$ cat src/rtl/if_mem_stage_if.sv
`default_nettype none
// ============================================================================
// if_mem_stage_if : SRAM-like instruction port (req/addr_ok/data_ok)
// Revision: 1.0
// ============================================================================
interface if_mem_stage_if #(
    parameter int INST_W = 32
);
    logic              inst_req;
    logic [31:0]       inst_addr;
    logic              inst_addr_ok;
    logic              inst_data_ok;
    logic [INST_W-1:0] inst_rdata;

    // Fetch stage side
    modport master (
        output inst_req,
        output inst_addr,
        input  inst_addr_ok,
        input  inst_data_ok,
        input  inst_rdata
    );

    // Instruction memory side
    modport slave (
        input  inst_req,
        input  inst_addr,
        output inst_addr_ok,
        output inst_data_ok,
        output inst_rdata
    );
endinterface
`default_nettype wire

$ cat src/rtl/if_mem_stage.sv
`default_nettype none
// ============================================================================
// if_mem_stage : one-outstanding instruction fetch with flush/cancel handling
// Optional macro IF_ADEF_CHECK_EN enables the misaligned-PC address error path.
// Revision: 1.0
// ============================================================================
module if_mem_stage #(
    parameter int INST_W = 32
) (
    input  wire logic              clk,
    input  wire logic              reset,
    input  wire logic [31:0]       pc,
    input  wire logic              pc_valid,
    output logic                   if_allowin,
    input  wire logic              flush,
    if_mem_stage_if.master         inst_bus,
    output logic                   id_valid,
    input  wire logic              id_allowin,
    output logic [31:0]            id_pc,
    output logic [INST_W-1:0]      id_inst,
    output logic                   id_adef
);

    typedef enum logic [1:0] {
        S_IDLE = 2'd0,
        S_REQ  = 2'd1,
        S_WAIT = 2'd2,
        S_HOLD = 2'd3
    } state_t;

    state_t            r_state;
    logic              r_cancel;
    logic [31:0]       r_pc;
    logic              r_allowin;
    logic              r_inst_req;
    logic              r_hold;
    logic [31:0]       r_id_pc;
    logic [INST_W-1:0] r_id_inst;
    logic              w_accept;
    logic              w_misaligned;

    assign w_accept = pc_valid && !flush;

`ifdef IF_ADEF_CHECK_EN
    logic r_id_adef;
    assign w_misaligned = (pc[1:0] != 2'b00);
    assign id_adef      = r_id_adef;
`else
    assign w_misaligned = 1'b0;
    assign id_adef      = 1'b0;
`endif

    // All control outputs are registered alongside the state; only id_valid
    // looks at flush combinationally so a redirect suppresses it immediately.
    always_ff @(posedge clk or negedge reset) begin
        if (!reset) begin
            r_state    <= S_IDLE;
            r_cancel   <= 1'b0;
            r_pc       <= 32'd0;
            r_allowin  <= 1'b1;
            r_inst_req <= 1'b0;
            r_hold     <= 1'b0;
            r_id_pc    <= 32'd0;
            r_id_inst  <= '0;
`ifdef IF_ADEF_CHECK_EN
            r_id_adef  <= 1'b0;
`endif
        end else begin
            case (r_state)
                S_IDLE: begin
                    if (w_accept) begin
                        r_pc      <= pc;
                        r_allowin <= 1'b0;
                        if (w_misaligned) begin
                            r_state   <= S_HOLD;
                            r_hold    <= 1'b1;
                            r_id_pc   <= pc;
                            r_id_inst <= '0;
`ifdef IF_ADEF_CHECK_EN
                            r_id_adef <= 1'b1;
`endif
                        end else begin
                            r_state    <= S_REQ;
                            r_inst_req <= 1'b1;
                        end
                    end
                end

                S_REQ: begin
                    // The request is never withdrawn; a flush only marks it stale.
                    if (flush) begin
                        r_cancel <= 1'b1;
                    end
                    if (inst_bus.inst_addr_ok) begin
                        r_state    <= S_WAIT;
                        r_inst_req <= 1'b0;
                    end
                end

                S_WAIT: begin
                    if (inst_bus.inst_data_ok) begin
                        if (r_cancel || flush) begin
                            r_state   <= S_IDLE;
                            r_cancel  <= 1'b0;
                            r_allowin <= 1'b1;
                        end else begin
                            r_state   <= S_HOLD;
                            r_hold    <= 1'b1;
                            r_id_pc   <= r_pc;
                            r_id_inst <= inst_bus.inst_rdata;
                        end
                    end else if (flush) begin
                        r_cancel <= 1'b1;
                    end
                end

                S_HOLD: begin
                    if (id_allowin || flush) begin
                        r_state   <= S_IDLE;
                        r_hold    <= 1'b0;
                        r_allowin <= 1'b1;
`ifdef IF_ADEF_CHECK_EN
                        r_id_adef <= 1'b0;
`endif
                    end
                end

                default: begin
                    r_state    <= S_IDLE;
                    r_cancel   <= 1'b0;
                    r_allowin  <= 1'b1;
                    r_inst_req <= 1'b0;
                    r_hold     <= 1'b0;
                end
            endcase
        end
    end

    assign if_allowin         = r_allowin;
    assign inst_bus.inst_req  = r_inst_req;
    assign inst_bus.inst_addr = r_pc;
    assign id_valid           = r_hold && !flush;
    assign id_pc              = r_id_pc;
    assign id_inst            = r_id_inst;

endmodule
`default_nettype wire

$ cat src/flat_wrapper.sv
// flat-port wrapper written by rule: the top's interface ports become plain ports
module if_mem_stage_flat 
#(
    parameter int INST_W = 32
)
  (clk, reset, pc, pc_valid, if_allowin, flush, id_valid, id_allowin, id_pc, id_inst, id_adef, inst_bus_inst_req, inst_bus_inst_addr, inst_bus_inst_addr_ok, inst_bus_inst_data_ok, inst_bus_inst_rdata);
  if_mem_stage_if #(.INST_W(INST_W)) inst_bus_i ();
  input  wire logic clk;
  input  wire logic reset;
  input  wire logic [31:0] pc;
  input  wire logic pc_valid;
  output logic if_allowin;
  input  wire logic flush;
  output logic id_valid;
  input  wire logic id_allowin;
  output logic [31:0] id_pc;
  output logic [INST_W-1:0] id_inst;
  output logic id_adef;
  output wire logic [$bits(inst_bus_i.inst_req)-1:0] inst_bus_inst_req;
  output wire logic [$bits(inst_bus_i.inst_addr)-1:0] inst_bus_inst_addr;
  input wire logic [$bits(inst_bus_i.inst_addr_ok)-1:0] inst_bus_inst_addr_ok;
  input wire logic [$bits(inst_bus_i.inst_data_ok)-1:0] inst_bus_inst_data_ok;
  input wire logic [$bits(inst_bus_i.inst_rdata)-1:0] inst_bus_inst_rdata;
  assign inst_bus_inst_req = inst_bus_i.inst_req;
  assign inst_bus_inst_addr = inst_bus_i.inst_addr;
  assign inst_bus_i.inst_addr_ok = inst_bus_inst_addr_ok;
  assign inst_bus_i.inst_data_ok = inst_bus_inst_data_ok;
  assign inst_bus_i.inst_rdata = inst_bus_inst_rdata;
  if_mem_stage #(.INST_W(INST_W)) u_core (.clk(clk), .reset(reset), .pc(pc), .pc_valid(pc_valid), .if_allowin(if_allowin), .flush(flush), .inst_bus(inst_bus_i), .id_valid(id_valid), .id_allowin(id_allowin), .id_pc(id_pc), .id_inst(id_inst), .id_adef(id_adef));
endmodule
$ cat config.mk
export PLATFORM = sky130hd
export DESIGN_NAME = if_mem_stage_flat
export DESIGN_NICKNAME = d
export VERILOG_FILES = /design/src/rtl/if_mem_stage_if.sv /design/src/rtl/if_mem_stage.sv /design/src/flat_wrapper.sv
export SDC_FILE = /design/constraint.sdc
export NUM_CORES = 1
export LEC_CHECK = 0
export BUFFER_PORTS_ARGS = -buffer_cell sky130_fd_sc_hd__buf_2
export CAP_MARGIN = 20
export CORE_ASPECT_RATIO = 0.9
export CORE_MARGIN = 5
export CORE_UTILIZATION = 28
export DETAILED_ROUTE_END_ITERATION = 8
export PLACE_DENSITY = 0.61
export SYNTH_ARGS = -nofsm -noshare
export SYNTH_HDL_FRONTEND = slang
export SYNTH_SLANG_ARGS = --single-unit
$ cat constraint.sdc
create_clock -name clk -period 5.2 [get_ports clk]
set_clock_uncertainty 0.15 [all_clocks]
set_input_delay 0.26 -clock clk [delete_from_list [all_inputs] [get_ports clk]]
set_output_delay 0.26 -clock clk [all_outputs]
set_load 0.05 [all_outputs]
# Word-level counts from Yosys, hierarchy flattened
# Cells that the tools add are included.
[classes]
add_sub_neg = 0
mul = 0
div = 0
magnitude_cmp = 0
n_eq_ne = 10
n_shift = 0
muxes = 22
bitwise = 1
n_reduce_logical = 17
[ops]
columns = ["op", "count"]
rows = [
  ["1-bit 2-to-1 mux", 12],
  ["2-bit 2-to-1 mux", 5],
  ["2-bit one-hot mux with 4 select lines", 1],
  ["4-bit AND reduction", 2],
  ["2-bit by 1-bit inequality test with 1-bit output (second input constant)", 3],
  ["2-bit inequality test (second input constant)", 3],
  ["1-bit one-hot mux with 2 select lines", 3],
  ["3-bit AND reduction", 2],
  ["2-bit nonzero test", 3],
  ["5-bit AND reduction", 1],
  ["2-bit == test (second input constant)", 2],
  ["2-bit AND reduction", 2],
  ["3-bit by 2-bit inequality test with 1-bit output (second input constant)", 1],
  ["1-bit one-hot mux with 3 select lines", 1],
  ["3-bit nonzero test", 1],
  ["2-bit by 1-bit == test with 1-bit output (second input constant)", 1],
  ["1-bit logical AND", 2],
  ["2-bit logical NOT", 1],
  ["1-bit logical OR", 2],
  ["1-bit logical NOT", 1],
  ["1-bit NOT", 1],
]
[totals]
ff_bits = 102
latchBits = 0
mem_bits_rw = 0
romBits = 0
out_inout_bits = 100
mem_count = 0

# Depth between registers and ports, before layout
# Gate-level depths: netlist (run 1).
[depth]
ltp_word = 4
depth_mapped = 6

# Least setup slack after synthesis (run 1)
# OpenSTA, ideal clock, no wires.
[synth_timing]
path_kind = "flip-flop to flip-flop"
startpoint = "register u_core.r_state[0]"
endpoint = "register u_core.r_id_inst[0] (netlist: u_core.id_inst[0])"
arrival_time_ps = 1462
t_required_ps = 4925
slack_ps = 3463
path_stages_with_launch = 7
cell_sequence = "dfrtp_1 > inv_1 > ha_1 > and3_4 > buf_12 > buf_12 > mux2_4"
[synth_between]
elab_chain_cells = 2
[synth_rtl]
columns = ["element", "line", "text"]
rows = [
  ["start, declared", "if_mem_stage.sv:31", "state_t r_state;"],
  ["start signal, assigned", "if_mem_stage.sv:57", "r_state <= S_IDLE;"],
  ["start signal, assigned", "if_mem_stage.sv:75", "r_state <= S_HOLD;"],
  ["start signal, assigned", "if_mem_stage.sv:83", "r_state <= S_REQ;"],
  ["2-bit == test", "if_mem_stage.sv:69", "case (r_state)"],
  ["3-bit AND reduction (no source line)", "-", ""],
  ["end signal, assigned", "if_mem_stage.sv:110", "r_id_inst <= inst_bus.inst_rdata;"],
  ["end, declared", "if_mem_stage.sv:38", "logic [INST_W-1:0] r_id_inst;"],
]
# No other way between the ends.
# A chain may end at the register's enable or synchronous reset.

# Worst setup path in the final report (run 1)
[layout_timing]
startpoint = "register u_core.r_state[0]"
endpoint = "register u_core.r_id_inst[31] (netlist: u_core.id_inst[31])"
# Same word-level chain as after synthesis.

==> summary.md, run 1 <==
| Metric | Value |
|---|---|
| RSZ-0062 raised after global routing | false |
| Yosys warning count | 0 |
| CP Capture Point | u_core.id_inst[31] |
| Layout area overhead | 44.2% |
| Beginning of the critical path | u_core.r_state[0] |
| P_leak | 3.11 nW |
| Worst relative slew slack | 0.458 |
| Top FF cell, synth | dfrtp_1 |
| Total grt overflow | 0 |
| Final setup fails | 0 |
| Max incr delay on CP | 0.71 ns |
| Pre-CTS setup slack | 2.45 ns |
| DR vias | 2881 |
| Die ar. | 17900 um2 |
| Fin crit period | 2.74 ns |
| Clk pin slew, worst setup/hold paths | 0.07 ns |
| Fillers | 1346 |
| Maximum clock rate | 366 MHz |
| Antenna cells | 0 |
| Ports | 171 |
| Worst skew pair latency | 0.34 ns |
| Drt wl/cell | 15.2 um |
| CTS tree | done |
| Buffers on Ports | 169 |
| Area occupied by registers | 2550 um2 |
| Root Driver | clkbuf_16 |
| Row count | 42 |
| TNS Setup | 0 ns |
| Vias per cell | 4.20 |
| Final Hold Fails | 0 |
| Worst vdd ir | 0.000351 V |
| Post-Synthesis Cells | 247 |
| Core ar. | 14900 um2 |
| Critical Path RT | 5.28 ns |
| Number of global-route vias before repair | 3170 |
| Initial Util | 0.288 |
| HPWL Detailed | 6.86 mm |
| Top-count cell post-synth | dfrtp_1 |
| Worst Reg-to-Reg Cells | 5 |
| Post-route non-filler standard cell count | 686 |
| Final worst setup slack | 2.46 ns |
| Startpoint types | flip-flop |
| Yosys top cell by area | dfrtp_1 |
| Placed cell count | 606 |
| Slowest-stage cell, CP | and3_4 |
| R2R Path End | u_core.id_inst[31] |
| Number of buffers created by CTS | 9 |
| Post-detailed-route count of antenna-violating nets | 0 |
| Total GRT Usage | 0.115 |
| DR iter-0 viols | 57 |
| Critical Path AT | 2.81 ns |
| Critical-path cell list | inv_1 -> ha_1 -> and3_4 -> buf_4 -> mux2_2 |
| Commonest cells post-synth | dfrtp_1 (101), mux2_4 (60), mux2_2 (36) |
| Status | complete, no violations |
| MaxCap Viol Count | 0 |
| Largest net degree at the start of global routing | 55 |
| Synth Cell Area | 4290 um2 |
| Die height | 127 um |
| EDFF count, synth | 0 |
| Syn nets | 324 |
| Worst-path fanout max | 41 |
| Pre-Repair DR Iteration Count | 4 |
| Placer Congestion | 0.774 |
| Post-synth cell types | 24 |
| Post-synthesis sequential area ratio | 0.596 |
| Global-route wire length before repair | 16.5 mm |
| Syn Area/Cell | 17.4 um2 |
| Crit share post-route | 0.526 |
| Top cells by area, synth | dfrtp_1 (59%), mux2_4 (21%), mux2_2 (9.5%) |
| Flops & latches, synth | 102 |
| R2r setup slk | 2.46 ns |
| Share of cells above drive strength 1 | 0.584 |
| Post-synthesis async set-or-reset flop share | 1.00 |
| H-tree depth | 3 |
| PwrDens | 678 nW/um2 |
| Clock buffer depth | 2 |
| Multi-input logic area | 1560 um2 |
| Post-synth top area share | 0.590 |
| Residual DRC | 0 |
| Drt total wl | 10.4 mm |
| Origin of the critical flop-to-flop path | u_core.r_state[0] |
| Worst Hold Class | in -> reg |
| Measured slew at the worst slew-check pin | 0.813 ns |
| Fin nets | 561 |
| CP Capture Type | flip-flop |
| Final slew viol count | 0 |
| Worst Path Class, Setup | reg -> reg |
| Initial antenna violation count | 0 |
| Chip Width | 140 um |
| Num Clock Sinks | 102 |
-- layer usage --
layer / vias to the layer above / GRT usage / wire [um]
met5: - / 0 / 0
met4: 0 / 0.0336 / 126
met3: 13 / 0.0404 / 726
met2: 106 / 0.190 / 5040
met1: 1417 / 0.144 / 4530
li1: 1345 / - / -
-- cell usage in the layout (no fill, tap or decap) --
master	count
buf_2	168
dfrtp_1	101
dlygate4sd3_1	65
mux2_4	60
mux2_2	36
clkbuf_16	9
a21oi_1	7
ha_1	6
a31oi_1	5
buf_4	4
nor2b_1	3
inv_1	2
nor2_1	2
nand2_1	2
a41oi_1	2
clkinvlp_4	2
and2b_1	1
nand3b_1	1
nor2_2	1
and3_4	1
nand2b_1	1
o21ai_0	1
o2bb2ai_1	1
o21bai_1	1
conb_1	1
clkinv_2	1
bufinv_16	1
inv_6	1
clkbuf_1	1
dfstp_2	1
-- cell type report --
class / instances / share of cell area
clock inverters: 5 / 0.00951
clock buffers: 10 / 0.0370
flip-flops and latches: 102 / 0.413
well taps: 198 / 0.0401
multi-input cells: 132 / 0.253
inverters: 2 / 0.00121
repair buffers: 237 / 0.246
-- power by group --
| part | internal (mW) | leakage (nW) | switching [mW] |
|---|---|---|---|
| Sequential | 1.13 | 1.29 | 0.217 |
| Combinational | 0.674 | 1.69 | 1.50 |
| Clock | 0.372 | 0.135 | 0.292 |
| Total | 2.18 | 3.11 | 2.01 |
-- stage by stage --
stage	hold WS [ns]	total power, mW	util	instance area, um2
2_1_floorplan	-0.186	3.00	-	4290
3_3_place_gp	0.157	3.48	0.353	5240
3_5_place_dp	0.160	3.51	0.353	5240
4_1_cts	0.00358	4.23	0.416	6180
5_1_grt	0.0115	4.38	0.416	6180
6_report	0.0240	4.19	0.416	6180
-- critical path: cells and delay by family (launching register included) --
| kind | cells | cell delay, ns |
|---|---|---|
| flip-flops | 1 | 0.43 |
| AND/OR/NAND/NOR | 1 | 0.71 |
| multiplexers | 1 | 0.38 |
| adder cells (fa/ha/maj) | 1 | 0.21 |
| buffers and inverters | 2 | 0.67 |
-- sequential cells by signal, summed over array words and instances, names as in the netlist --
signal                     count
u_core.if_allowin              1
u_core.id_pc                  32
u_core.r_state                 2
u_core.inst_bus.inst_addr     32
u_core.r_cancel                1
u_core.inst_bus.inst_req       1
u_core.r_hold                  1
u_core.id_inst                32
-- logic make-up after synthesis --
family                     count (synthesis)  share of synthesized area
DFF                                      102                      0.596
AOI/OAI and AO/OA                         17                     0.0245
other                                      1                   0.000875
buffers and inverters                     13                     0.0397
muxes                                     96                      0.305
and+or+nand+nor                           12                     0.0169
adders and majority gates                  6                     0.0175
-- worst min-delay path by stage --
stage,start,endpoint,slack (ns),cells after the start
finish,pc[31],u_core.inst_bus.inst_addr[31],0.02,2
global route,pc[31],u_core.inst_bus.inst_addr[31],0.01,2
detailed placement,reset,u_core.id_inst[3],0.16,1
CTS,pc[31],u_core.inst_bus.inst_addr[31],0.004,2
global placement,reset,u_core.id_inst[3],0.16,1
floorplan,reset,u_core.id_inst[0],-0.19,0
-- repair_timing --
item	in CTS	in global routing
gates resized for setup	0	0
hold buffers	65	0
endpoints found under the hold margin	111	0
setup buffers	0	0
No activity file was read; power rests on OpenSTA's default activity.
==> run 2, diff against run 1 <==
- ABC_AREA: not set -> 1
- PLACE_DENSITY: 0.61 -> 0.63
- clock period: 5.2 -> 2.2 ns (I/O delays scaled with it)
==> run 2 against run 1 <==
Synthesized cell count up 74%; global-route usage up 2.3 points; clock power up 120%; final area down 0.14%; worst hold slack better by 0.020 ns; critical path type unchanged; largest power group unchanged.
==> summary.md, run 2 <==
| Metric | Value |
|---|---|
| Syn nets | 507 |
| H-tree depth | 3 |
| CP Capture Type | flip-flop |
| PwrDens | 1630 nW/um2 |
| Most common cell after layout, fill and taps aside | buf_2 |
| Slowest-stage cell, CP | dfrtp_1 |
| CP Buf/Inv Count | 2 |
| Psw | 5.33 mW |
| Critical Path RT | 2.27 ns |
| Antenna cells | 0 |
| Max layer used | met4 |
| Synth Cell Area | 4170 um2 |
| Die height | 126 um |
| Final slew viol count | 0 |
| Crit path max-delay family | flip-flops |
| Total Power | 10.1 mW |
| Fin crit period | 1.75 ns |
| Chip Width | 139 um |
| Worst skew pair latency | 0.34 ns |
| Ports | 171 |
| Cell internal pwr | 4.75 mW |
| CTS tree | done |
| Final setup fails | 0 |
| Worst relative slew slack | 0.620 |
| Worst vdd ir | 0.000786 V |
| Buffers on Ports | 169 |
| Worst Path Class, Setup | reg -> reg |
| P_leak | 3.38 nW |
| Critical-path cell list | inv_1 -> ha_1 -> nand3_4 -> buf_12 -> nor2_1 -> a21oi_1 |
| Number of global-route vias before repair | 3834 |
| Post-synthesis async set-or-reset flop share | 1.00 |
| Register share of total power | 0.320 |
| Max incr delay on CP | 0.45 ns |
| Measured slew at the worst slew-check pin | 0.569 ns |
| Crit. path cell count | 6 |
| Post-Synthesis Cells | 430 |
| Commonest cells post-synth | nand2_1 (130), dfrtp_1 (101), nand3_1 (48) |
| Metal2 WL | 5.52 mm |
| Top-count cell post-synth | nand2_1 |
| Area occupied by registers | 2550 um2 |
| Routed wl met3 | 905 um |
| MaxCap Viol Count | 0 |
| Layout area overhead | 48.0% |
| HPWL Detailed | 7.75 mm |
| Drt wl/cell | 13.6 um |
| RSZ-0062 raised after global routing | false |
| CTS resizes | 0 |
| Final Hold Fails | 0 |
| Pre-Repair DR Iteration Count | 4 |
| Fin nets | 737 |
| Yosys warning count | 0 |
| Residual DRC | 0 |
| Worst Reg-to-Reg Cells | 6 |
| Maximum clock rate | 573 MHz |
| Initial Util | 0.285 |
| Flops & latches, synth | 102 |
| Final worst setup slack | 0.453 ns |
| Total GRT Usage | 0.138 |
| Clock buffer depth | 2 |
| Clock power share | 0.147 |
| Yosys top cell by area | dfrtp_1 |
| EDFF count, synth | 0 |
| Post-detailed-route count of antenna-violating nets | 0 |
| Top cells by area, synth | dfrtp_1 (61%), nand2_1 (12%), nand3_1 (5.8%) |
| Post-synth cell types | 23 |
| TNS Setup | 0 ns |
| Total grt overflow | 0 |
| Startpoint types | flip-flop |
| Post-CTS Setup Inserts | 0 |
| Number of buffers created by CTS | 9 |
| Critical Path AT | 1.82 ns |
| Post-synth top area share | 0.606 |
| Post-synthesis sequential area ratio | 0.612 |
| Die ar. | 17400 um2 |
| Root Driver | clkbuf_16 |
| Vias per cell | 4.24 |
| Initial antenna violation count | 0 |
| Comb power frac | 0.533 |
| Pre-CTS setup slack | 0.427 ns |
| Row count | 42 |
| Clk pin slew, worst setup/hold paths | 0.07 ns |
| Top FF cell, synth | dfrtp_1 |
| Sw frac | 0.529 |
| Drt total wl | 11.7 mm |
| Placer Congestion | 0.744 |
| DR vias | 3655 |
| DR iter-0 viols | 126 |
| Worst Hold Class | in -> reg |
| Status | complete, no violations |
| M1 wire length | 5.03 mm |
| Largest net degree at the start of global routing | 103 |
| Num Clock Sinks | 102 |
| Fin util | 0.421 |
| Crit share post-route | 0.794 |
| Multi-input logic area | 1350 um2 |
| Core ar. | 14700 um2 |
| Worst-path fanout max | 36 |
| Fillers | 1405 |
| Share of cells above drive strength 1 | 0.323 |
| Most frequent cells in the layout | buf_2 (168), nand2_1 (130), dfrtp_1 (101) |
| Syn Area/Cell | 9.70 um2 |
| Hold Path Depth | 5 |
| Global-route wire length before repair | 19.8 mm |
## run 2: cell count changes after synthesis, sizes merged, moves of 2 or more
| cell | delta |
|---|---|
| buf | +12 |
| nor2 | +24 |
| mux2 | -82 |
| nand2 | +130 |
| inv | +29 |
| o21ai | +21 |
| a21oi | +11 |
| a41oi | -2 |
| nor2b | -3 |
| nand3 | +49 |
| or2 | +2 |
| a31oi | -5 |
## run 2: power groups by stage
stage	combinational [mW]	sequential [mW]	clock, mW
after floorplan	1.15	6.07	0
after global placement	5.28	3.24	0
after detailed placement	5.33	3.25	0
after CTS	5.42	3.23	1.56
after global routing	5.73	3.35	1.63
final	5.37	3.23	1.48
## run 2: path summary, 6_finish.rpt
kind | startpoint | to | slack, ns
hold / removal | inst_bus_inst_addr_ok | u_core.inst_bus.inst_req | 0.04
setup / recovery | u_core.r_state[1] | u_core.inst_bus.inst_addr[5] | 0.45
setup reg to reg | u_core.r_state[1] | u_core.inst_bus.inst_addr[5] | 0.45
hold reg to reg | u_core.id_pc[31] | u_core.id_pc[31] | 0.32
min in group asynchronous | reset | u_core.id_pc[6] | 0.22
max in group asynchronous | reset | u_core.id_pc[15] | 1.22
## run 2: timing repair
item / 4_1_cts / 5_1_grt
endpoints found under the setup margin: 0 / 0
hold buffers: 66 / 0
hold endpoints to repair: 166 / 0
## run 2: cell type report
class | instances | area share
Clock inverter | 7 | 0.00791
Tap cell | 198 | 0.0401
Multi-Input combinational cell | 273 | 0.219
Clock buffer | 9 | 0.0365
Sequential cell | 102 | 0.414
Inverter | 31 | 0.0189
Timing Repair Buffer | 243 | 0.264
## run 2: per-stage QoR
stage	cell area (um2)	hold slack (ns)	cells
floorplan	4170	-0.336	430
finish	6170	0.0438	863
global route	6170	0.0550	863
detailed placement	5240	0.0719	781
global placement	5240	0.0697	781
CTS	6170	0.0146	863
## run 2: worst min-delay path, cell delays in order
cell	delay [ns]
buf_2	0.11
nor2_1	0.06
nor2_1	0.10
o21ai_0	0.08
inv_1	0.05
## run 2: cells by family after synthesis
kind of cell	after synthesis	share of synthesized area
AND/OR/NAND/NOR	211	0.217
flip-flops	102	0.612
buffers and inverters	55	0.0645
AO/OA/AOI/OAI	41	0.0498
multiplexers	14	0.0378
adder cells (fa/ha/maj)	6	0.0180
other	1	0.000899
## run 2: routing by layer
layer / vias to the layer above / GRT usage
met3: 19 / 0.0512
met1: 1682 / 0.171
met4: 0 / 0.0501
li1: 1819 / -
met2: 135 / 0.223
met5: - / 0
